[src/rtl/service_window_scheduler.sv]
// Round-robin scheduler sharing one service window among N requesters.
// SWSTAT follows the design-wide polarity: 1 = window closed, 0 = window open.
module service_window_scheduler #(
  parameter int N     = 4,
  parameter int W     = 8,
  parameter int GUARD = 2,
  parameter int IDW   = $clog2(N)
) (
  input  logic             CLK,
  input  logic             RST,
  input  logic [N-1:0]     REQ,
  input  logic [N*W-1:0]   SWLEN,
  output logic [N-1:0]     GNT,
  output logic [IDW-1:0]   ACTIVE_ID,
  output logic             SWSTAT,
  output logic             DONE
);

  localparam int GW = (GUARD < 2) ? 1 : $clog2(GUARD + 1);

  typedef enum logic [1:0] {
    ST_IDLE  = 2'd0,
    ST_OPEN  = 2'd1,
    ST_GUARD = 2'd2
  } state_t;

  state_t          state_r, state_s;
  logic [W-1:0]    len_r, len_s;
  logic [W-1:0]    cnt_r, cnt_s;
  logic [GW-1:0]   gcnt_r, gcnt_s;
  logic [IDW-1:0]  ptr_r, ptr_s;
  logic [N-1:0]    gnt_r, gnt_s;
  logic [IDW-1:0]  active_id_r, active_id_s;
  logic            swstat_r, swstat_s;
  logic            done_r, done_s;

  logic [N-1:0]    elig_s;
  logic            found_s;
  logic [IDW-1:0]  winner_s;
  logic [IDW-1:0]  cand_s;
  logic [W-1:0]    winner_len_s;
  logic            decide_s;

  // Eligibility and rotating first-eligible search starting at the pointer
  always_comb begin
    elig_s       = {N{1'b0}};
    found_s      = 1'b0;
    winner_s     = {IDW{1'b0}};
    cand_s       = {IDW{1'b0}};
    winner_len_s = {W{1'b0}};
    for (int i = 0; i < N; i++) begin
      elig_s[i] = REQ[i] && (SWLEN[i*W +: W] != {W{1'b0}});
    end
    for (int off = 0; off < N; off++) begin
      cand_s = IDW'((int'(ptr_r) + off) % N);
      if (!found_s && elig_s[cand_s]) begin
        found_s  = 1'b1;
        winner_s = cand_s;
      end else begin
        found_s  = found_s;
      end
    end
    for (int i = 0; i < N; i++) begin
      if (winner_s == IDW'(i)) begin
        winner_len_s = SWLEN[i*W +: W];
      end else begin
        winner_len_s = winner_len_s;
      end
    end
  end

  // Next-state and registered-output values
  always_comb begin
    state_s     = state_r;
    len_s       = len_r;
    cnt_s       = cnt_r;
    gcnt_s      = gcnt_r;
    ptr_s       = ptr_r;
    gnt_s       = gnt_r;
    active_id_s = active_id_r;
    swstat_s    = swstat_r;
    done_s      = 1'b0;
    decide_s    = 1'b0;

    case (state_r)
      ST_IDLE: begin
        decide_s = 1'b1;
      end
      ST_OPEN: begin
        // Full length reached or owner released early
        if ((cnt_r == len_r) || !REQ[active_id_r]) begin
          gnt_s    = {N{1'b0}};
          swstat_s = 1'b1;
          done_s   = 1'b1;
          gcnt_s   = GW'(1);
          state_s  = ST_GUARD;
        end else begin
          cnt_s = cnt_r + W'(1);
        end
      end
      ST_GUARD: begin
        if (gcnt_r == GW'(GUARD)) begin
          decide_s = 1'b1;
        end else begin
          gcnt_s = gcnt_r + GW'(1);
        end
      end
      default: begin
        state_s  = ST_IDLE;
        gnt_s    = {N{1'b0}};
        swstat_s = 1'b1;
      end
    endcase

    if (decide_s) begin
      if (found_s) begin
        len_s       = winner_len_s;
        cnt_s       = W'(1);
        gnt_s       = N'(1) << winner_s;
        active_id_s = winner_s;
        swstat_s    = 1'b0;
        ptr_s       = (winner_s == IDW'(N - 1)) ? {IDW{1'b0}} : winner_s + IDW'(1);
        state_s     = ST_OPEN;
      end else begin
        gnt_s    = {N{1'b0}};
        swstat_s = 1'b1;
        state_s  = ST_IDLE;
      end
    end else begin
      decide_s = 1'b0;
    end
  end

  // State and output registers with synchronous reset
  always_ff @(posedge CLK) begin
    if (RST) begin
      state_r     <= ST_IDLE;
      len_r       <= {W{1'b0}};
      cnt_r       <= {W{1'b0}};
      gcnt_r      <= {GW{1'b0}};
      ptr_r       <= {IDW{1'b0}};
      gnt_r       <= {N{1'b0}};
      active_id_r <= {IDW{1'b0}};
      swstat_r    <= 1'b1;
      done_r      <= 1'b0;
    end else begin
      state_r     <= state_s;
      len_r       <= len_s;
      cnt_r       <= cnt_s;
      gcnt_r      <= gcnt_s;
      ptr_r       <= ptr_s;
      gnt_r       <= gnt_s;
      active_id_r <= active_id_s;
      swstat_r    <= swstat_s;
      done_r      <= done_s;
    end
  end

  assign GNT       = gnt_r;
  assign ACTIVE_ID = active_id_r;
  assign SWSTAT    = swstat_r;
  assign DONE      = done_r;

  service_window_scheduler_chk #(.N(N)) u_chk (
    .CLK    (CLK),
    .RST    (RST),
    .GNT    (GNT),
    .SWSTAT (SWSTAT),
    .DONE   (DONE)
  );

endmodule

// Output consistency properties for the scheduler.
module service_window_scheduler_chk #(
  parameter int N = 4
) (
  input logic         CLK,
  input logic         RST,
  input logic [N-1:0] GNT,
  input logic         SWSTAT,
  input logic         DONE
);

  a_gnt_onehot0: assert property (@(posedge CLK) disable iff (RST) $onehot0(GNT));
  a_stat_match:  assert property (@(posedge CLK) disable iff (RST) SWSTAT == (GNT == {N{1'b0}}));
  a_done_closed: assert property (@(posedge CLK) disable iff (RST) DONE |-> SWSTAT);

endmodule

[config.mk]
export PLATFORM = sky130hd
export DESIGN_NAME = service_window_scheduler
export DESIGN_NICKNAME = d
export VERILOG_FILES = /design/src/rtl/service_window_scheduler.sv
export SDC_FILE = /design/constraint.sdc
export NUM_CORES = 1
export LEC_CHECK = 0
export ABC_AREA = 1
export CORE_ASPECT_RATIO = 1.5
export CORE_MARGIN = 4
export CORE_UTILIZATION = 52
export CTS_CLUSTER_SIZE = 20
export DETAILED_ROUTE_END_ITERATION = 10
export PLACE_DENSITY = 0.82
export SLEW_MARGIN = 20
export SYNTH_ARGS = -nofsm -noshare
export SYNTH_HDL_FRONTEND = slang
export SYNTH_SLANG_ARGS = --single-unit
[constraint.sdc]
create_clock -name CLK -period 3.34 [get_ports CLK]
set_clock_uncertainty 0.15 [all_clocks]
set_input_delay 0.668 -clock CLK [delete_from_list [all_inputs] [get_ports CLK]]
set_output_delay 0.668 -clock CLK [all_outputs]
set_load 0.005 [all_outputs]
# == After elaboration in Yosys (flattened, before gate mapping) ==
# Cells that the tools add are included.
# totals
ff_bits,30
in_bits,38
rom_bits,0
latch_bits,0
mem_bits_rw,0
n_memories,0
# classes
div_mod_pow,0
bitwise,1
mul,0
eq_ne,11
magnitude_cmp,5
muxes,45
shifts,1
add_sub_neg,6
n_reduce_logical,24
# ops
operator,count
2-to-1 mux 8 bit,8
nonzero test 8 bit,4
2-to-1 mux 2 bit,9
"less-than comparator 2 x 3 -> 1 bit, second input constant",5
2-to-1 mux 1 bit,15
2-to-1 mux 4 bit,3
binary-select mux 1 bit (select 2 bit),5
"adder 8 x 1 -> 8 bit, second input constant",1
"== test 2 bit, second input constant",4
== test 8 bit,1
one-hot mux 2 bit (2 select lines),2
one-hot mux 4 bit (2 select lines),1
logical AND 1 bit,7
"adder 2 x 1 -> 2 bit, second input constant",3
"adder 2 bit, second input constant",2
"== test 2 x 1 -> 1 bit, second input constant",2
zero test 1 bit,4
zero test 2 bit,2
"!= test 2 bit, second input constant",2
one-hot mux 1 bit (2 select lines),2
AND reduction 2 bit,2
OR reduction 2 bit,2
"left shift 1 x 2 -> 4 bit, first input constant",1
"!= test 3 bit, second input constant",1
other kinds (5),5

# == Depth between registers and ports, before layout ==
# Gate-level depths: netlist (run 1).
# logic_depth
depth_word,19
ltp_mapped,21
mapped_depth_nobuf,20

# == Least setup slack after synthesis (run 1) ==
# No wires, ideal clock.
# synth_timing
kind,input port to flip-flop
startpoint,in SWLEN[24]
endpoint,reg len_r[2]
path_slack_ns,0.457
stages,20
t_required_ns,3.071
setup_ns,0.119
arrival_time_ns,2.614
cell_sequence,inv_1 -> nand2_1 -> nor2_1 -> nand2_1 -> nand3_1 -> nand2_1 -> nand2_1 -> nand2_1 -> a21oi_1 -> nand2_1 -> nand2_1 -> inv_1 -> ha_1 -> inv_1 -> clkbuf_1 -> o21ai_0 -> nand2_1 -> o21ai_0 -> o21ai_0 -> o21ai_1
# synth_between
elab_chain_len,19
elab_cells_between_ends,33
classes_between,eq/ne: 3; mux: 20; reduce/logical: 10
# synth_lines
element,line_no,rtl
start: declaration,12,"input logic [N*W-1:0] SWLEN,"
nonzero test 8 bit *,52,elig_s[i] = REQ[i] && (SWLEN[i*W +: W] != {W{1'b0}});
logical AND 1 bit *,52,
binary-select mux 1 bit (select 2 bit),56,if (!found_s && elig_s[cand_s]) begin
2-to-1 mux 1 bit (not written as such),56,
2-to-1 mux 1 bit,56,
zero test 1 bit,56,
logical AND 1 bit,56,
2-to-1 mux 1 bit,56,
[... 2 more ...],--,
2-to-1 mux 1 bit,56,
zero test 1 bit,56,
logical AND 1 bit,56,
2-to-1 mux 2 bit *,56,
via winner_s[0],39,logic [IDW-1:0] winner_s;
zero test 2 bit,64,if (winner_s == IDW'(i)) begin
2-to-1 mux 8 bit (3 in a row),64,
2-to-1 mux 8 bit *,64,
end signal: assignment,138,len_r <= {W{1'b0}};
end signal: assignment,148,len_r <= len_s;
end: declaration,28,"logic [W-1:0] len_r, len_s;"
# Mark *: on every way through the listed nets, which the timed path passes. The rest lies on a longest branch. The select of a mux whose other input is x is not followed.
# A chain may end at the register's enable or synchronous reset.

# == Worst setup path in the final report (run 1) ==
# layout_timing
startpoint,in SWLEN[24]
endpoint,reg len_r[1]
# layout_between
elab_chain_len,19
elab_cells_between_ends,33
classes_between,eq/ne: 3; mux: 20; reduce/logical: 10
# layout_lines
element,line_no
nonzero test 8 bit *,52
logical AND 1 bit *,52
binary-select mux 1 bit (select 2 bit),56
2-to-1 mux 1 bit (not written as such),56
2-to-1 mux 1 bit,56
zero test 1 bit,56
logical AND 1 bit,56
2-to-1 mux 1 bit,56
zero test 1 bit,56
logical AND 1 bit,56
2-to-1 mux 1 bit,56
zero test 1 bit,56
logical AND 1 bit,56
2-to-1 mux 2 bit,56
zero test 2 bit,64
2-to-1 mux 8 bit (4 in a row),64
# Mark *: on every way between the ends. The rest lies on a longest branch, timed or not. The select of a mux whose other input is x is not followed.

==> flow_results.org, run 1 <==
** Outcome
- Run status :: complete, no violations

** Routing
- DRC violations left :: 0
- After detailed routing, the total wire length is 5526 um.
- After detailed routing, the average wire length per cell comes to 12.07 um.
- Number of vias in the routed layout :: 2373
- In this run the remaining antenna-violating nets after routing total 0.
- Violation count after the first detailed-routing iteration :: 71
- Vias per std cell :: 5.181
- Before antenna repair, the detailed router went through 4 iterations.

** Synth
- A synthesized cell averages 6.498 um^2.
- Proportion of netlist area held by the largest area contributor :: 0.2671
- Number of different library cells in the post-synthesis netlist :: 32
- Gate count of the mapped netlist :: 346
- Synthesis Warnings :: 0
- Synthesis inferred 30 register bits.
- sky130_fd_sc_hd__dfxtp_1 takes more of the synthesized area than any other cell.
- Of the synthesized area, sequential elements account for 0.2671.
- Net count after synthesis :: 394
- By area the synthesized netlist is led by sky130_fd_sc_hd__dfxtp_1 (27%), sky130_fd_sc_hd__nand2_1 (12%), sky130_fd_sc_hd__nand3_1 (10%).
- Post-Syn Area :: 0.002248 mm^2

** Floorplan
- The die covers 0.005462 mm^2.
- FP Rows :: 29
- For this configuration, the core starts out at a cell density of 0.5342.
- Area of the core :: 0.004209 mm^2
- Width of the die :: 61.69 um
- 46 I/O pins were placed.
- The floorplan step set the die height to 88.54 um.

** Setup path
- Terminus of the critical flop-to-flop path :: len_r[1]
- FF-to-FF Start :: ptr_r[0]
- In this run the worst path has a maximum fanout of 7.
- Largest delay share family, worst path :: simple AND/OR/NAND/NOR gates
- Startpoint Class :: input port
- Critical-path cell list :: clkdlybuf4s50_1 > inv_1 > nand2_1 > nor2_1 > nand2_1 > nand3_2 > nand3_1 > nand2_2 > nand3_1 > nand3_1 > nand2_1 > buf_4 > ha_1 > inv_2 > o21ai_0 > a31oi_1 > a211oi_1 > a21oi_1 > o21ai_1
- STA puts the critical path data arrival time at 3.12 ns.
- In this run the register-to-register setup slack is 0.61 ns.
- Number of cell instances on the worst register-to-register path :: 15
- Worst setup path category :: in -> reg
- Counting both buffers and inverters, the worst setup path holds a total of 4.
- STA puts the critical path data required time at 3.36 ns.
- The largest single stage delay on the critical path is 0.40 ns.
- CP max stage cell :: sky130_fd_sc_hd__clkdlybuf4s50_1
- Crit path capture type :: flop

** Timing
- Final worst hold slack :: 0.3258 ns
- Fmax :: 322.7 MHz
- Unrepaired setup endpoints after global routing :: false
- Period Utilization, post-route :: 0.9277
- The final number of max-transition violations came to 0.
- Post-Route Setup TNS :: 0 ns
- Hold Vio Cnt, Final :: 0
- The worst pin sits at a relative slew slack of 0.6520.
- The worst path needs 3.099 ns of the cycle, external delays included.
- After layout, the worst setup slack is 0.2414 ns.
- Pin slew with the least headroom to its limit :: 0.5213 ns
- Final setup fails :: 0

** Global routing
- For this run, the total global-route usage over all layers was measured as 0.2191.
- Number of antenna violations at the first check in global routing :: 0
- Entering global routing, the biggest net connects 18 pins.
- After global routing the overflow that remains totals 0.
- Number of global-route vias before repair :: 2286
- The first global-routing pass estimated 9128 um of wire.

** Placed design
- Once placement finished, the instance area stood at 0.002851 mm^2.
- Port buffering added 45 buffers.
- Placer Congestion :: 0.9485
- Post-placement cell count :: 449
- Prior to clock tree synthesis, the placed netlist has a worst setup slack of -0.1564 ns.
- Dpl hpwl :: 4493 um

** Clock network
- The clock drives 30 sinks.
- Buffers inserted during clock tree synthesis total 5.
- CTS hold repair buffers :: 0
- CTS tree :: built
- The later pin in the worst-skew pair is clocked with a latency of 0.28 ns.
- Maximum root-to-sink buffer count :: 2
- CTS built an H-tree with a depth of 2.
- Clock tree synthesis selected as its root buffer the cell sky130_fd_sc_hd__clkbuf_8.
- Clock-pin slew reported for the worst setup and hold paths after clock tree synthesis :: 0.07 ns

** Pwr
- VDD IR max :: 0.7830 mV
- PD cells :: 864.7 mW/mm^2
- For this design the static power due to leakage is 1.456 nW.
- Overall power after layout :: 2.624 mW

** Worst hold path
- The worst hold path terminates at SWSTAT.
- In this run the worst hold path is classified as reg -> reg.
- The worst hold path was traced through 2 stages.
- Hold wc startpoint :: SWSTAT

** Layout
- The area growth from synthesis to layout is 34.95%.
- Number of nets at the end of the flow :: 459
- Final design instance area without fill :: 0.003034 mm^2
- Fraction of final layout cells sized beyond drive strength 1 :: 0.1602
- Antenna cells :: 0
- For this run, the number of standard cells in the final layout without fillers is 458.
- For this run, the share of the core covered by cells in the final layout is 0.7209.
- Number of filler instances in the final layout :: 345

** Run
- Total of max-cap violations :: 0
[how the worst max path moves through the flow]
stage	start	to	slack (ns)	cells past startpoint
5_1_grt	SWLEN[25]	len_r[1]	0.002	19
6_report	SWLEN[24]	len_r[1]	0.24	19
3_5_place_dp	SWLEN[16]	len_r[2]	-0.16	20
4_1_cts	SWLEN[16]	len_r[2]	0.13	20
2_1_floorplan	SWLEN[24]	len_r[2]	0.46	20
3_3_place_gp	SWLEN[16]	len_r[2]	-0.11	20
[layout make-up]
cell class / count / area (um^2) / share of cell area
timing repair buffer: 69 / 630.6 / 0.2078
multi-input combinational: 247 / 1383 / 0.4557
clock inverter: 2 / 60.06 / 0.01979
inverter: 58 / 220.2 / 0.07258
clock buffer: 6 / 82.58 / 0.02722
sequential: 30 / 600.6 / 0.1979
tap: 46 / 57.56 / 0.01897
[what timing repair did]
action | in CTS | in global routing
endpoints found under the setup margin | 0 | 8
buffers inserted | 0 | 1
resized for setup | 0 | 11
[power breakdown]
| part | leakage (nW) | switching [mW] | internal, mW | total [mW] |
|---|---|---|---|---|
| registers | 0.246 | 0.101 | 0.459 | 0.560 |
| logic | 1.14 | 0.899 | 0.708 | 1.61 |
| clock network | 0.0714 | 0.138 | 0.318 | 0.456 |
[cells in the final DEF (no fill, tap or decap), drive strengths merged, types with 10 or more instances in the layout]
cell type,count
ha,10
a21oi,10
buf,24
nand3,52
dfxtp,30
nand2,79
nor2,35
clkdlybuf4s50,45
inv,58
o21ai,30
[metal layers]
layer  GRT usage  vias up  part of all wire
met4      0.1004        0             0.026
met2      0.4194       48              0.56
met1      0.2154     1075              0.39
met5           0        -                 0
met3     0.03942       16             0.026
li1            -     1234                 -
[synthesized netlist by cell type, drive strengths merged]
cell type,count
nor3,1
mux2i,1
o21ai,30
nand3,52
o22ai,1
dfxtp,30
nand2,79
a211oi,3
a31oi,6
or2,2
buf,6
nand4,4
xor2,9
ha,10
clkbuf,5
inv,58
xnor2,4
nor2,35
a21oi,10
[sequential cells by signal, summed over array words and instances (netlist names)]
signal and count:
cnt_r 8, len_r 8, GNT 4, ACTIVE_ID 2
gcnt_r 2, ptr_r 2, state_r 2, DONE 1
SWSTAT 1
[worst min-delay path: stages, from the launching register on]
cell and delay (ns):
sky130_fd_sc_hd__dfxtp_1 0.34, sky130_fd_sc_hd__o21ai_1 0.07, sky130_fd_sc_hd__nand2_1 0.04
[logic make-up (layout without fill, tap and decap cells)]
kind of cell               count (synthesis)  count (layout)  share of synthesized area
muxes                                      1               1                   0.004452
DFF                                       30              30                     0.2671
and+or+nand+nor                          173             173                     0.3595
AOI/OAI and AO/OA                         50              50                     0.1219
adders and majority gates                 10              10                    0.05565
buffers and inverters                     69             135                     0.1324
xor gates and xnor gates                  13              13                    0.05899
(Power assumes the default switching activity.)
==> run 2, diff against run 1 <==
--- a/config.mk
+++ b/config.mk
@@ -8,10 +8,10 @@
 export ABC_AREA = 1
 export CORE_ASPECT_RATIO = 1.5
 export CORE_MARGIN = 4
-export CORE_UTILIZATION = 52
+export CORE_UTILIZATION = 55
 export CTS_CLUSTER_SIZE = 20
 export DETAILED_ROUTE_END_ITERATION = 10
-export PLACE_DENSITY = 0.82
+export PLACE_DENSITY = 0.86
 export SLEW_MARGIN = 20
 export SYNTH_ARGS = -nofsm -noshare
 export SYNTH_HDL_FRONTEND = slang
==> constraint.sdc (replaced) <==
create_clock -name CLK -period 3.9 [get_ports CLK]
set_clock_uncertainty 0.15 [all_clocks]
set_input_delay 0.78 -clock CLK [delete_from_list [all_inputs] [get_ports CLK]]
set_output_delay 0.78 -clock CLK [all_outputs]
set_load 0.005 [all_outputs]
==> run 2 against run 1 <==
  * Worst hold slack better by 0.0060 ns
  * Final cell count down 4.4%
  * Setup slack better by 0.32 ns
  * Critical endpoint unchanged
==> flow_results.org, run 2 (same netlist as run 1, synthesis figures left out) <==
** Timing
- Fmax :: 299.1 MHz
- Hold Vio Cnt, Final :: 0
- Summed over all failing endpoints, the final setup total negative slack is 0 ns.
- Period Utilization, post-route :: 0.8573
- Total count of max-transition violations in the final report :: 0
- Setup violations remaining at the end of the flow were counted as 0.
- Setup repair after global routing left no endpoint under its margin.
- For the finished layout, the period the worst path requires is 3.343 ns.
- Setup ws final :: 0.5567 ns
- Pin slew with the least headroom to its limit :: 0.5024 ns
- The worst pin sits at a relative slew slack of 0.6651.

** Routing
- The detailed router placed 2279 vias in this run.
- In the routed layout, each cell is associated on average with a via count of 5.203.
- Dividing the detail-routed wire length by the instance count gives 12.14 um.
- Summed over all layers, the routed wires come to 5318 um.
- Number of nets with antenna violations after routing :: 0
- The detailed router finished its first iteration with 85 violations.
- In the routed design, unresolved DRC markers number 0.
- The first detailed-routing pass took 4 iterations.

** Clock network
- CTS Buf Count :: 5
- Clock Latency Late Sink :: 0.29 ns
- Maximum root-to-sink buffer count :: 2
- Clock Sink Count :: 30
- The cell sitting at the root of the clock tree is a sky130_fd_sc_hd__clkbuf_8.
- Number of buffers added for setup after CTS :: 0
- TritonCTS built the clock tree.
- In this run, post-CTS repair resized a total of 0 instances.
- Clock-pin slew reported for the worst setup and hold paths after clock tree synthesis :: 0.07 ns
- Depth of the CTS H-tree :: 2
- CTS hold repair buffers :: 0

** Placed design
- OpenSTA, run right after detailed placement, puts the worst setup slack at 0.2796 ns.
- Placer Congestion :: 0.8985
- During placement, the flow inserted port buffers numbering 45.
- Dpl hpwl :: 4363 um

** Layout
- Leaving out fill and tap cells, the most frequent cells in the layout are sky130_fd_sc_hd__nand2_1 (72), sky130_fd_sc_hd__inv_1 (55), sky130_fd_sc_hd__nand3_1 (45), sky130_fd_sc_hd__clkdlybuf4s50_1 (45), sky130_fd_sc_hd__nor2_1 (33).
- In the final layout, the multi-input gates occupy 0.001350 mm^2.
- Fraction of final layout cells sized beyond drive strength 1 :: 0.09415
- The repair_antennas step left the layout with diodes totalling 0.
- From synthesis to final layout, the design area changed by 24.76%.
- Number of nets at the end of the flow :: 440
- Sequential cell area in the final layout :: 600.6 um^2
- Fill cells in the final layout number 336.
- The library cell used most frequently in the layout, excluding fill and tap cells, is sky130_fd_sc_hd__nand2_1.

** Floorplan
- In this run the count of I/O pins placed on the die edge is 46.
- FP Rows :: 28
- Area of the core :: 0.003959 mm^2
- Die Outline Area :: 0.005196 mm^2
- The die is 86.31 um tall.
- Measured along the x axis, the die boundary spans 60.21 um.
- The initial utilization of the core area, before any placement, comes to 0.5680.

** Global routing
- For this run, the total global-route usage over all layers was measured as 0.2251.
- The total overflow left after global routing is 0.
- The first global-routing pass estimated 9294 um of wire.
- Number of global-route vias before repair :: 2299
- Largest net degree at the start of global routing :: 21
- Number of antenna violations at the first check in global routing :: 0

** Worst hold path
- Worst min-delay path endpoint :: SWSTAT
- The tightest min-delay check is of the reg -> reg type.
- Number of stages on the worst hold path :: 2
- The worst hold path begins at SWSTAT.

** Setup path
- In this run the critical register-to-register path is launched from ptr_r[0].
- The worst setup path is captured at a flop.
- Worst setup path category :: in -> reg
- The number of cells on the worst reg-to-reg path is 16.
- Startpoint Class :: input port
- The endpoint identified for the worst register-to-register timing path is len_r[1].
- Of all nets on the critical path, the largest fanout is 13.
- The setup check on the worst reg-to-reg path leaves a slack of 1.04 ns.
- Arrival time at the worst endpoint :: 3.37 ns
- STA puts the critical path data required time at 3.93 ns.

** Pwr
- VDD IR max :: 0.5368 mV
- Leakage :: 1.330 nW
- Overall power after layout :: 1.970 mW
- PD cells :: 702.4 mW/mm^2

** Outcome
- Run status :: complete, no violations

** Run
- Total of max-cap violations :: 0
-- run 2: cell count changes in the layout (fill, tap and decap cells not counted), moves of 2 or more --
cell                        delta
sky130_fd_sc_hd__nor2_1        +3
sky130_fd_sc_hd__bufinv_16     -2
sky130_fd_sc_hd__nor2_2        -2
sky130_fd_sc_hd__nand3_1       +3
sky130_fd_sc_hd__inv_1         +2
sky130_fd_sc_hd__buf_4        -19
sky130_fd_sc_hd__inv_2         -2
sky130_fd_sc_hd__nand3_2       -3
-- run 2: metal layers --
| layer | vias to the layer above | GRT usage | wire (um) |
|---|---|---|---|
| met5 | - | 0 | 0 |
| met4 | 0 | 0.09476 | 82 |
| met3 | 8 | 0.04173 | 167 |
| met2 | 40 | 0.4232 | 2954 |
| met1 | 1035 | 0.2314 | 2114 |
| li1 | 1196 | - | - |
-- run 2: worst max path at each step --
stage / start / end / slack (ns) / depth (start not counted)
4_1_cts: SWLEN[24] / len_r[1] / 0.57 / 20
6_report: SWLEN[24] / len_r[1] / 0.56 / 20
3_5_place_dp: SWLEN[0] / len_r[1] / 0.28 / 19
3_3_place_gp: SWLEN[1] / len_r[1] / 0.30 / 20
2_1_floorplan: SWLEN[24] / len_r[2] / 0.90 / 20
5_1_grt: SWLEN[24] / len_r[5] / 0.20 / 21
-- run 2: area by class of cell --
class | instances | area share
Sequential cell | 30 | 0.2141
Multi-Input combinational cell | 247 | 0.4813
Clock inverter | 3 | 0.007583
Tap cell | 45 | 0.02007
Clock buffer | 5 | 0.02453
Inverter | 58 | 0.07850
Timing Repair Buffer | 50 | 0.1740
-- run 2: through the flow --
step	util	instance area, um^2	hold slack, ns	cells
after floorplan	-	2248	0.2930	346
after global placement	0.6858	2715	0.3030	430
after detailed placement	0.6858	2715	0.3142	430
after CTS	0.7086	2805	0.3348	438
after global routing	0.7086	2805	0.3493	438
final	0.7086	2805	0.3318	438
-- run 2: where the power goes --
group	leakage (nW)	switching, mW	total, mW	internal, mW
logic	1.04	0.741	1.24	0.498
registers	0.246	0.0850	0.478	0.393
clock network	0.0441	0.128	0.253	0.125
-- run 2: worst max-delay path, cell delays in order --
cell and delay [ns]:
sky130_fd_sc_hd__clkdlybuf4s50_1 0.40, sky130_fd_sc_hd__inv_1 0.07, sky130_fd_sc_hd__nand2_1 0.05, sky130_fd_sc_hd__nor2_1 0.13, sky130_fd_sc_hd__nand2_1 0.12, sky130_fd_sc_hd__nand3_2 0.12, sky130_fd_sc_hd__nand3_1 0.09, sky130_fd_sc_hd__nand2_1 0.17
sky130_fd_sc_hd__inv_1 0.06, sky130_fd_sc_hd__nand3_1 0.06, sky130_fd_sc_hd__nand3_1 0.07, sky130_fd_sc_hd__nand2_1 0.12, sky130_fd_sc_hd__inv_1 0.07, sky130_fd_sc_hd__ha_1 0.22, sky130_fd_sc_hd__inv_1 0.25, sky130_fd_sc_hd__o21ai_0 0.13
sky130_fd_sc_hd__a31oi_1 0.18, sky130_fd_sc_hd__a211oi_1 0.07, sky130_fd_sc_hd__a21oi_1 0.15, sky130_fd_sc_hd__o21ai_1 0.08
==> run 3, diff against run 2 <==
--- a/config.mk
+++ b/config.mk
@@ -11,7 +11,8 @@
 export CORE_UTILIZATION = 55
 export CTS_CLUSTER_SIZE = 20
 export DETAILED_ROUTE_END_ITERATION = 10
-export PLACE_DENSITY = 0.86
+export DONT_BUFFER_PORTS = 1
+export PLACE_DENSITY = 0.71
 export SLEW_MARGIN = 20
 export SYNTH_ARGS = -nofsm -noshare
 export SYNTH_HDL_FRONTEND = slang
==> constraint.sdc (replaced) <==
create_clock -name CLK -period 3.85 [get_ports CLK]
set_clock_uncertainty 0.15 [all_clocks]
set_input_delay 0.77 -clock CLK [delete_from_list [all_inputs] [get_ports CLK]]
set_output_delay 0.77 -clock CLK [all_outputs]
set_load 0.005 [all_outputs]
==> run 3 against run 2 <==
  * Combinational power fell by 13%
  * Sequential share of layout area up 4.5 points
  * First-iteration DRC count is 21% lower
  * Routed wire length decreased by 10%
  * Global-route usage decreased by 2.0 points
  * Non-clock buffer count down 50
  * Critical path type unchanged
  * Largest power group unchanged
==> flow_results.org, run 3 (same netlist as run 1, synthesis figures left out) <==
** Outcome
- The run finished with clean final reports.

** Setup path
- Data on the critical path is required at its endpoint by 3.87 ns.
- Startpoint Class :: input port
- By startpoint and endpoint, the worst setup path is classified as in -> reg.
- CP max stage cell :: sky130_fd_sc_hd__inv_1
- Crit path capture type :: flop
- Delay contributed by the slowest stage of the critical path :: 0.29 ns
- In this design, the critical path's most frequently occurring cell is sky130_fd_sc_hd__nand2_1.
- Largest delay share family, worst path :: simple AND/OR/NAND/NOR gates
- Arrival time at the worst endpoint :: 3.11 ns
- Critical-path cell list :: inv_1 > nand2_1 > nor2_1 > nand2_1 > nand3_1 > nand2_1 > nand2_1 > nand2_1 > nand2_1 > nand2_1 > nor2_1 > inv_1 > ha_1 > inv_1 > o21ai_0 > a31oi_1 > a211oi_1 > a21oi_1 > o21ai_1
- FF-to-FF Start :: ptr_r[0]
- Timing startpoint of the critical path :: SWLEN[24]
- Of all nets on the critical path, the largest fanout is 13.
- Count of buffering cells on the critical path with inverters included :: 3

** Clock network
- After clock tree synthesis, the clock-pin slew on the worst setup and hold paths is 0.06 ns.
- Clock Latency Late Sink :: 0.28 ns
- The clock tree synthesis step divided the H-tree into 2 levels.
- CTS Buf Count :: 5
- Clock Sink Count :: 30
- PostCTS Resize Cnt :: 0
- CTS hold repair buffers :: 0
- Number of buffers added for setup after CTS :: 0
- The root buffer cell chosen for the clock tree is sky130_fd_sc_hd__clkbuf_8.
- Maximum root-to-sink buffer count :: 2
- CTS tree :: built

** Timing
- Period Utilization, post-route :: 0.8038
- In the final timing run, aggregate negative setup slack is 0 ns.
- The final number of max-transition violations is 0.
- For the pin with the worst max-slew slack, the measured transition is 0.6790 ns.
- In the post-route analysis, the smallest setup slack over all paths is 0.7553 ns.
- Derived from the worst setup path, the maximum achievable clock frequency is 323.1 MHz.
- Setup repair after global routing left no endpoint under its margin.
- Final hold analysis gives a worst-case slack of 0.3312 ns.
- Post-layout min period :: 3.095 ns
- The number of endpoints with negative hold slack in the final report is 0.
- Measured against its own limit, the worst slew margin works out to 0.5468.
- Final setup fails :: 0

** Pwr
- Dividing total power by cell area gives a power density of 790.2 mW/mm^2.
- After layout, the design draws a total of 1.832 mW.
- For this design the static power due to leakage is 1.137 nW.
- VDD IR max :: 0.5410 mV

** Global routing
- Number of global-route vias before repair :: 1934
- Wire length of the first global-routing pass :: 8231 um
- The initial antenna violation count is 0.
- Across every metal layer, demand over resource in global routing totals 0.2054.
- Total overflow reported by the global router :: 0
- Entering global routing, the biggest net connects 22 pins.

** Layout
- The library cell used most frequently in the layout, excluding fill and tap cells, is sky130_fd_sc_hd__nand2_1.
- Number of nets at the end of the flow :: 390
- The finished cells cover 0.002318 mm^2.
- Most frequent cells in the layout :: sky130_fd_sc_hd__nand2_1 (72), sky130_fd_sc_hd__inv_1 (55), sky130_fd_sc_hd__nand3_1 (45)
- Filler-free cell count of the finished design :: 388
- Antenna cells :: 0
- In the final layout, the share of cells above drive strength 1 is 0.09038.
- Number of filler instances in the final layout :: 402
- Once layout is complete, the utilization of the core stands at 0.5857.
- Compared with the post-synthesis result, the final layout area differs by 3.116%.

** Routing
- In the routed design, unresolved DRC markers number 0.
- Once detail routing completed, the nets flagged for antenna violations numbered 0.
- Dividing the detail-routed wire length by the instance count gives 12.31 um.
- After detailed routing, the number of vias per cell comes to 5.271.
- Summed over all layers, the routed wires come to 4777 um.
- Across all layers, the routed design uses 2045 vias.
- Before antenna repair, the detailed router went through 4 iterations.
- Violation count after the first detailed-routing iteration :: 67

** Placed design
- At the end of routability-driven placement, the weighted congestion stood at 0.8519.
- After detailed placement, the design holds a cell count of 380.
- Dpl hpwl :: 3908 um
- Prior to clock tree synthesis, the placed netlist has a worst setup slack of 0.4503 ns.
- After detailed placement, the total cell area comes to 0.002227 mm^2.
- Input and output buffers added on the ports amount to 0.

** Floorplan
- From bottom edge to top edge, the die measures 86.31 um.
- FP Rows :: 28
- Initial cell density of the core :: 0.5680
- Width of the die :: 60.21 um
- Die Outline Area :: 0.005196 mm^2
- The total area inside the core boundary comes to 0.003959 mm^2.
- 46 I/O pins were placed.

** Run
- Across the run, the number of max-cap violations was 0.

** Worst hold path
- In this run the most critical hold path is launched from gcnt_r[1].
- Classification of the worst-slack hold path :: reg -> reg
==> run 3: cell types whose count changed in the layout (fill, tap and decap cells not counted), sizes merged <==
| cell | delta |
|---|---|
| clkdlybuf4s50 | -45 |
| clkbuf | +2 |
| clkinv | -1 |
| buf | -5 |
| clkinvlp | -1 |
==> run 3: worst paths after layout <==
kind | to | slack, ns | cells after the start
worst max register to register | len_r[6] | 0.80 | 16
worst max-delay path | len_r[6] | 0.76 | 19
worst min-delay path | gcnt_r[1] | 0.33 | 2
worst min register to register | gcnt_r[1] | 0.33 | 2
==> run 3: area by class of cell <==
cell class | count | area [um^2] | share of cell area
Multi-Input combinational cell | 247 | 1350 | 0.5823
Inverter | 58 | 220.2 | 0.09498
Sequential cell | 30 | 600.6 | 0.2590
Tap cell | 45 | 56.30 | 0.02428
Clock buffer | 7 | 86.33 | 0.03724
Clock inverter | 1 | 5.005 | 0.002159
==> run 3: worst register-to-register path, delay by kind of cell (launching register included) <==
kind                       cells  cell delay [ns]
AOI/OAI and AO/OA              5             0.61
buffers and inverters          3             0.53
adders and majority gates      1             0.27
DFF                            1             0.62
and+or+nand+nor                7             0.76
==> run 3: per-layer routing <==
metal  track usage  part of all wire
met3       0.04173             0.046
met5             0                 0
met1        0.2219              0.40
met2        0.3701              0.53
met4       0.09073             0.026
==> run 3: power by group <==
part	internal [mW]	switching (mW)	leakage, nW
logic	0.390	0.695	0.843
registers	0.398	0.0914	0.246
clock network	0.144	0.114	0.0482
total	0.932	0.900	1.14
